**config.mk**
```make
export PLATFORM = sky130hd
export DESIGN_NAME = dmem_arbiter
export DESIGN_NICKNAME = d
export VERILOG_FILES = /design/src/rtl/dmem_arbiter.sv
export SDC_FILE = /design/constraint.sdc
export NUM_CORES = 1
export LEC_CHECK = 0
export ABC_AREA = 1
export CORE_MARGIN = 4
export CORE_UTILIZATION = 23
export DETAILED_ROUTE_END_ITERATION = 16
export HOLD_SLACK_MARGIN = 0.08
export SYNTH_ARGS = -nofsm -noshare
export SYNTH_HDL_FRONTEND = slang
export SYNTH_SLANG_ARGS = --single-unit
```
**constraint.sdc**
```tcl
create_clock -name clk -period 1.9 [get_ports clk]
set_input_delay 0.57 -clock clk [delete_from_list [all_inputs] [get_ports clk]]
set_output_delay 0.57 -clock clk [all_outputs]
set_load 0.02 [all_outputs]
```
**src/rtl/dmem_arbiter.sv**
```systemverilog
// Round-robin two-port arbiter and sequencer in front of a single-port data memory.
// One transaction in flight at a time; out-of-range addresses are answered with err and never reach memory.
//
// state | meaning
// IDLE  | sample requests, pick winner, latch request, drive gnt/mem command next cycle
// ISSUE | gnt and memory command visible; writes/errors respond next, reads start latency count
// WAIT  | count down read latency, capture mem_rdata when counter reaches 1
// RESP  | winner's rvalid visible; rr pointer moves to the other port
module dmem_arbiter #(
  parameter int ADDR_W   = 8,
  parameter int DATA_W   = 8,
  parameter int DEPTH    = 21,
  parameter int READ_LAT = 1
) (
  input  logic              clk,
  input  logic              rst,
  input  logic              p0_req,
  input  logic              p0_we,
  input  logic [ADDR_W-1:0] p0_addr,
  input  logic [DATA_W-1:0] p0_wdata,
  output logic              p0_gnt,
  output logic              p0_rvalid,
  output logic [DATA_W-1:0] p0_rdata,
  output logic              p0_err,
  input  logic              p1_req,
  input  logic              p1_we,
  input  logic [ADDR_W-1:0] p1_addr,
  input  logic [DATA_W-1:0] p1_wdata,
  output logic              p1_gnt,
  output logic              p1_rvalid,
  output logic [DATA_W-1:0] p1_rdata,
  output logic              p1_err,
  output logic              mem_en,
  output logic              mem_cmd,
  output logic [ADDR_W-1:0] mem_addr,
  output logic [DATA_W-1:0] mem_wdata,
  input  logic [DATA_W-1:0] mem_rdata
);

  typedef enum logic [1:0] {IDLE, ISSUE, WAIT, RESP} state_t;

  localparam logic [2:0]  LAT     = 3'(READ_LAT);
  localparam logic [32:0] DEPTH_U = 33'(DEPTH);

  state_t            state, state_d;
  logic              win, win_d;
  logic              we_l, we_d;
  logic [ADDR_W-1:0] addr_l, addr_d;
  logic [DATA_W-1:0] wdata_l, wdata_d;
  logic              err_l, err_d;
  logic              rr, rr_d;
  logic [2:0]        cnt, cnt_d;

  logic [1:0]        gnt_d, rvalid_d;
  logic [DATA_W-1:0] rdata_d;
  logic              err_o_d;
  logic              mem_en_d, mem_cmd_d;
  logic [ADDR_W-1:0] mem_addr_d;
  logic [DATA_W-1:0] mem_wdata_d;

  logic              sel, sel_we, sel_legal;
  logic [ADDR_W-1:0] sel_addr;
  logic [DATA_W-1:0] sel_wdata;

  // A lone requester always wins; the rr pointer only breaks ties.
  assign sel       = (p0_req && p1_req) ? rr : p1_req;
  assign sel_we    = sel ? p1_we    : p0_we;
  assign sel_addr  = sel ? p1_addr  : p0_addr;
  assign sel_wdata = sel ? p1_wdata : p0_wdata;
  assign sel_legal = 33'(sel_addr) < DEPTH_U;

  always_comb begin
    state_d     = state;
    win_d       = win;
    we_d        = we_l;
    addr_d      = addr_l;
    wdata_d     = wdata_l;
    err_d       = err_l;
    rr_d        = rr;
    cnt_d       = cnt;
    gnt_d       = '0;
    rvalid_d    = '0;
    rdata_d     = '0;
    err_o_d     = 1'b0;
    mem_en_d    = 1'b0;
    mem_cmd_d   = 1'b0;
    mem_addr_d  = '0;
    mem_wdata_d = '0;
    case (state)
      IDLE: begin
        if (p0_req || p1_req) begin
          win_d      = sel;
          we_d       = sel_we;
          addr_d     = sel_addr;
          wdata_d    = sel_wdata;
          err_d      = !sel_legal;
          gnt_d[sel] = 1'b1;
          if (sel_legal) begin
            mem_en_d    = 1'b1;
            mem_cmd_d   = sel_we;
            mem_addr_d  = sel_addr;
            mem_wdata_d = sel_wdata;
          end
          state_d = ISSUE;
        end
      end
      ISSUE: begin
        if (we_l || err_l) begin
          rvalid_d[win] = 1'b1;
          err_o_d       = err_l;
          state_d       = RESP;
        end else begin
          cnt_d   = LAT;
          state_d = WAIT;
        end
      end
      WAIT: begin
        cnt_d = cnt - 3'd1;
        if (cnt == 3'd1) begin
          rvalid_d[win] = 1'b1;
          rdata_d       = mem_rdata;
          state_d       = RESP;
        end
      end
      RESP: begin
        rr_d    = !win;
        state_d = IDLE;
      end
      default: state_d = IDLE;
    endcase
  end

  always_ff @(posedge clk) begin
    if (rst) begin
      state     <= IDLE;
      win       <= 1'b0;
      we_l      <= 1'b0;
      addr_l    <= '0;
      wdata_l   <= '0;
      err_l     <= 1'b0;
      rr        <= 1'b0;
      cnt       <= '0;
      p0_gnt    <= 1'b0;
      p1_gnt    <= 1'b0;
      p0_rvalid <= 1'b0;
      p1_rvalid <= 1'b0;
      p0_rdata  <= '0;
      p1_rdata  <= '0;
      p0_err    <= 1'b0;
      p1_err    <= 1'b0;
      mem_en    <= 1'b0;
      mem_cmd   <= 1'b0;
      mem_addr  <= '0;
      mem_wdata <= '0;
    end else begin
      state     <= state_d;
      win       <= win_d;
      we_l      <= we_d;
      addr_l    <= addr_d;
      wdata_l   <= wdata_d;
      err_l     <= err_d;
      rr        <= rr_d;
      cnt       <= cnt_d;
      p0_gnt    <= gnt_d[0];
      p1_gnt    <= gnt_d[1];
      p0_rvalid <= rvalid_d[0];
      p1_rvalid <= rvalid_d[1];
      p0_rdata  <= rvalid_d[0] ? rdata_d : '0;
      p1_rdata  <= rvalid_d[1] ? rdata_d : '0;
      p0_err    <= rvalid_d[0] & err_o_d;
      p1_err    <= rvalid_d[1] & err_o_d;
      mem_en    <= mem_en_d;
      mem_cmd   <= mem_cmd_d;
      mem_addr  <= mem_addr_d;
      mem_wdata <= mem_wdata_d;
    end
  end

endmodule
```
* Word level (Yosys, flattened, before mapping)
Index checks and enable logic that the tools add are counted.
** Storage, ports and cells
- Register bits after elaboration :: 49
- Word-level logic and storage cells :: 76
- Output and inout bits :: 40
- Input bits :: 46
** Cells by class
- Mux-type cells :: 22
- Reduce and logical (&&, ||, !) cells :: 16
- Add/sub/neg operators :: 1
- Equal/unequal tests :: 7
- Order comparisons :: 5
- Bitwise gates (word level) :: 7
** Operators with widths (count)
- $mux W8 :: 4
- $lt A8 B5 Y1 const B :: 1
- $mux W1 :: 8
- $mux W2 :: 4
- $pmux W2 S4 :: 1
- $ne A2 B2 Y1 const B :: 3
- $pmux W3 S2 :: 1
- $reduce_and A2 Y1 :: 3
- $not A1 Y1 :: 5
- $eq A2 B2 Y1 const B :: 2
- $lt A1 B2 Y1 const B :: 2
- $pmux W2 S2 :: 1
- $reduce_or A2 Y1 :: 2
- $reduce_or A4 Y1 :: 1
- $eq A3 B1 Y1 const B :: 1
- $logic_and A1 B1 Y1 :: 3
- $mux W3 :: 1
- $reduce_or A3 Y1 :: 1
- $sub A3 B1 Y3 const B :: 1
- $and A1 B1 Y1 :: 2
- $demux W1 S1 :: 2
- $eq A2 B1 Y1 const B :: 1
- $ge A1 B1 Y1 const B :: 2
- $logic_not A1 Y1 :: 2
- 3 further kinds :: 4

* Depth between registers and ports, before layout
- Depth after elaboration :: 8
- Gate-level depth with buffers :: 12
- Depth with buffers taken out :: 12

* Worst setup path before layout
No wires, ideal clock.
- Kind :: input port to flip-flop
- From :: in p0_req
- To :: reg mem_cmd
- Stages on the path :: 9
- Setup time :: 64 ps
- Path buffers :: 1
- Slack :: 440 ps
- Data arrival time :: 1396 ps
- Data required time :: 1836 ps
- Path through :: nand2_2 > nand2_4 > nand2_1 > a21boi_2 > nand2_1 > nand2_1 > nand3_2 > buf_6 > nor2_1
** On the way
- Longest elaborated chain between the ends :: 6
- Elaborated cells between the ends (all ways) :: 9
- Those cells by class :: 1 x order compare; 3 x mux; 2 x bitwise; 3 x reduce/logical
** RTL lines
- start, declared :: line 17 : input logic p0_req,
- $logic_and A1 B1 Y1 :: line 66 : assign sel = (p0_req && p1_req) ? rr : p1_req;
- $mux W1 :: line 66
- $mux W8 :: line 68 : assign sel_addr = sel ? p1_addr : p0_addr;
- $lt A8 B5 Y1 :: line 70 : assign sel_legal = 33'(sel_addr) < DEPTH_U;
- $not A1 Y1 (no source line)
- $reduce_or A4 Y1 (no source line)
- end signal, assigned :: line 173 : mem_cmd <= mem_cmd_d;
- end, declared :: line 34 : output logic mem_cmd,
Several ways; a longest one is shown, not always the timed one.
A chain may end at the register's enable or synchronous reset.

* Final worst setup path
- From :: in p1_req
- To :: reg we_l
** On the way
- Longest elaborated chain between the ends :: 3
- Elaborated cells between the ends (all ways) :: 5
- Those cells by class :: 2 x mux; 3 x reduce/logical
** RTL lines
- start, declared :: line 25 : input logic p1_req,
- $logic_and A1 B1 Y1 :: line 66
- $mux W1 :: line 66
- $mux W1 :: line 67 : assign sel_we = sel ? p1_we : p0_we;
- end signal, assigned :: line 158 : we_l <= we_d;
- end, declared :: line 47 : logic we_l, we_d;
Several ways; a longest one is shown, not always the timed one.

==> results.toml <==
[setup_path]
critPathCaptureType = "flip-flop"
rrSetupSlack_ns = 0.31
crit_type = "input port to flip-flop"
cp-start-kind = "input port"
r2r_cells = 9
r2r-end = "cnt[2]"
crit_arrival_ns = 2.03
cp_max_fo = 5
cp.required_ns = 2.12
crit_start = "p1_req"
r2r-start = "state[1]"

[timing]
period_needed_ns = 1.814
slew_violations = 0
worst_slack_ns = 0.08607
finalSetupViolCount = 0
hold_violations = 0
rsz0062_at_grt = "yes"
timing.final.crit_share_pct = 95.47
skew_ns = 0.008900
max_freq_mhz = 551.3

[detailed_routing]
drtAntennaViolNets = 0
dr.pass1.iters = 4
vias = 1710
routedWlPerCell_um = 10.82
drtIter0Drc = 39
wl_um = 4760
vias_per_cell = 3.886
drc = 0

[final_layout]
area_growth_syn_to_layout_pct = 66.32
drive_gt1_share_pct = 10.06
n_antenna_cell = 0
mostFrequentLayoutCell = "clkdlybuf4s50_1"
register_area_um2 = 980.9
nFillCells = 827
layout_common_cells = "clkdlybuf4s50_1, nand2_1, dfxtp_1, nor2_1, inv_1"
multiInputGateArea_um2 = 715.7
fin_nets = 390

[synthesis]
synth_seq_cells = 49
yosysSeqAreaShare_pct = 54.22
netlist_area_um2 = 1809
syn_inst = 228
syn_avg_cell_area_um2 = 7.935
yosysUniqueCellTypes = 27
yosysWarnings = 0

[placed_design]
dpl_worst_slack_ns = -0.2874
post-dp-hpwl_um = 3791
port_buffers = 85
place.gp.congestion = 0.7847

[worst_hold_path]
hp-start = "cnt[1]"
whs_path_depth = 2
min_path_type = "flip-flop to flip-flop"
hold_end = "cnt[1]"

[clock_network]
clock_path_buffers = 2
cts.clk_slew.worst_paths_ns = 0.09
post_cts_buffers = 0
cts_root_buffer = "clkbuf_8"
clk_latency_ns = 0.29
cts_buffers = 5
cts_tree = "built"
numClockSinks = 49
htreeDepth = 2

[die]
core-area_um2 = 7687
die_width_um = 96.69
die-height_um = 96.69
pin_count = 86
rows = 32
start_util_pct = 23.54
dieArea_um2 = 9349

[global_routing]
grt_remaining_overflow = 0
met2_usage_pct = 17.99
top_usage_layer = "met2"
met1_usage_pct = 11.34
grt_max_degree = 15
antenna_found_initial = 0
grt_pass1_wl_um = 7659
use_met3_pct = 3.028
grt_usage_pct = 9.867
grt_pass1_vias = 1649

[run_status]
status = "completed"

[pwr]
leakage_nw = 1.301
powerDensity_nw_per_um2 = 869.7
power_mw = 2.617
peakVddDrop_mv = 0.3711

[run]
drv_cap = 0
==> cells by family after synthesis <==
kind of cell | count (synthesis) | synth area share, %
other | 1 | 0.2073
AND/OR/NAND/NOR | 120 | 27.04
buffers and inverters | 35 | 8.160
flip-flops | 49 | 54.22
adder cells (fa/ha/maj) | 7 | 4.841
multiplexers | 1 | 0.5533
AO/OA/AOI/OAI | 15 | 4.979
==> repair_timing <==
| item | CTS | global route |
|---|---|---|
| hold endpoints to repair | 0 | 0 |
| gates resized for setup | 0 | 3 |
| endpoints found under the setup margin | 0 | 14 |
| hold buffers | 0 | 0 |
==> cell type report <==
cell class / count / area share [%]
timing repair buffer: 103 / 32.77
sequential: 49 / 32.60
multi-input combinational: 147 / 23.78
tap: 102 / 4.241
inverter: 31 / 3.867
clock buffer: 6 / 2.412
clock inverter: 2 / 0.3326
==> cell usage after synthesis <==
library cell | number | area [um^2]
nor2_1 | 41 | 153.9
nand4_1 | 1 | 6.260
buf_2 | 1 | 5.000
o21ai_1 | 1 | 5.000
a211oi_1 | 1 | 7.510
mux2i_1 | 1 | 10.01
nand2_4 | 1 | 11.26
buf_6 | 2 | 22.52
conb_1 | 1 | 3.750
dfxtp_1 | 49 | 980.9
nand3_2 | 1 | 10.01
ha_1 | 7 | 87.58
o21ai_0 | 6 | 30.03
nand3_1 | 3 | 15.01
nor3_1 | 8 | 40.04
clkinv_1 | 2 | 7.510
a21oi_1 | 4 | 20.02
a21boi_2 | 1 | 11.26
inv_2 | 1 | 3.750
nand2_1 | 62 | 232.7
inv_1 | 28 | 105.1
nand2_2 | 1 | 6.260
nand3b_1 | 1 | 7.510
a31o_2 | 1 | 8.760
o211ai_1 | 1 | 7.510
nor2_2 | 1 | 6.260
clkbuf_1 | 1 | 3.750
==> how the worst max path moves through the flow <==
stage | cells past startpoint | slack, ns | end
finish | 6 | 0.09 | we_l
global route | 6 | -0.006 | we_l
CTS | 8 | 0.02 | mem_cmd
detailed placement | 11 | -0.29 | mem_cmd
global placement | 11 | -0.24 | mem_addr[3]
floorplan | 9 | 0.44 | mem_cmd
==> flip-flops by register name, indices dropped and copies added, names as in the netlist, 2 cells and up <==
signal,count
mem_addr,8
cnt,3
state,2
p1_rdata,8
p0_rdata,8
mem_wdata,8
==> worst max-delay path, cell delays in order <==
cell	delay, ns
clkdlybuf4s50_1	0.59
o21ai_0	0.20
nor2_2	0.31
inv_1	0.09
buf_4	0.14
o21ai_0	0.13
==> through the flow <==
step                      cells  utilization, %  cell area (um^2)   TNS (ns)  hold slack (ns)
after global routing        440           39.14              3009  -0.006458           0.4917
after CTS                   439           38.79              2982          0           0.4704
after floorplan             230               -              1817          0           0.4393
final                       440           39.14              3009          0           0.4687
after global placement      431           37.71              2899     -3.610           0.4463
after detailed placement    431           37.71              2899     -4.120           0.4574
==> per-layer routing <==
layer	part of all wire [%]	vias to the layer above
li1	-	904
met1	43	762
met2	51	40
met3	4.8	4
met4	0.59	0
met5	0	-
==> report_power, final <==
| group | total (mW) | internal, mW | leakage, nW | switching [mW] |
|---|---|---|---|---|
| Combinational | 0.872 | 0.388 | 0.858 | 0.484 |
| Sequential | 1.17 | 1.12 | 0.398 | 0.0482 |
| Clock | 0.580 | 0.256 | 0.0450 | 0.324 |
| Total | 2.62 | 1.76 | 1.30 | 0.856 |
Power figures use the tool's default switching activity.
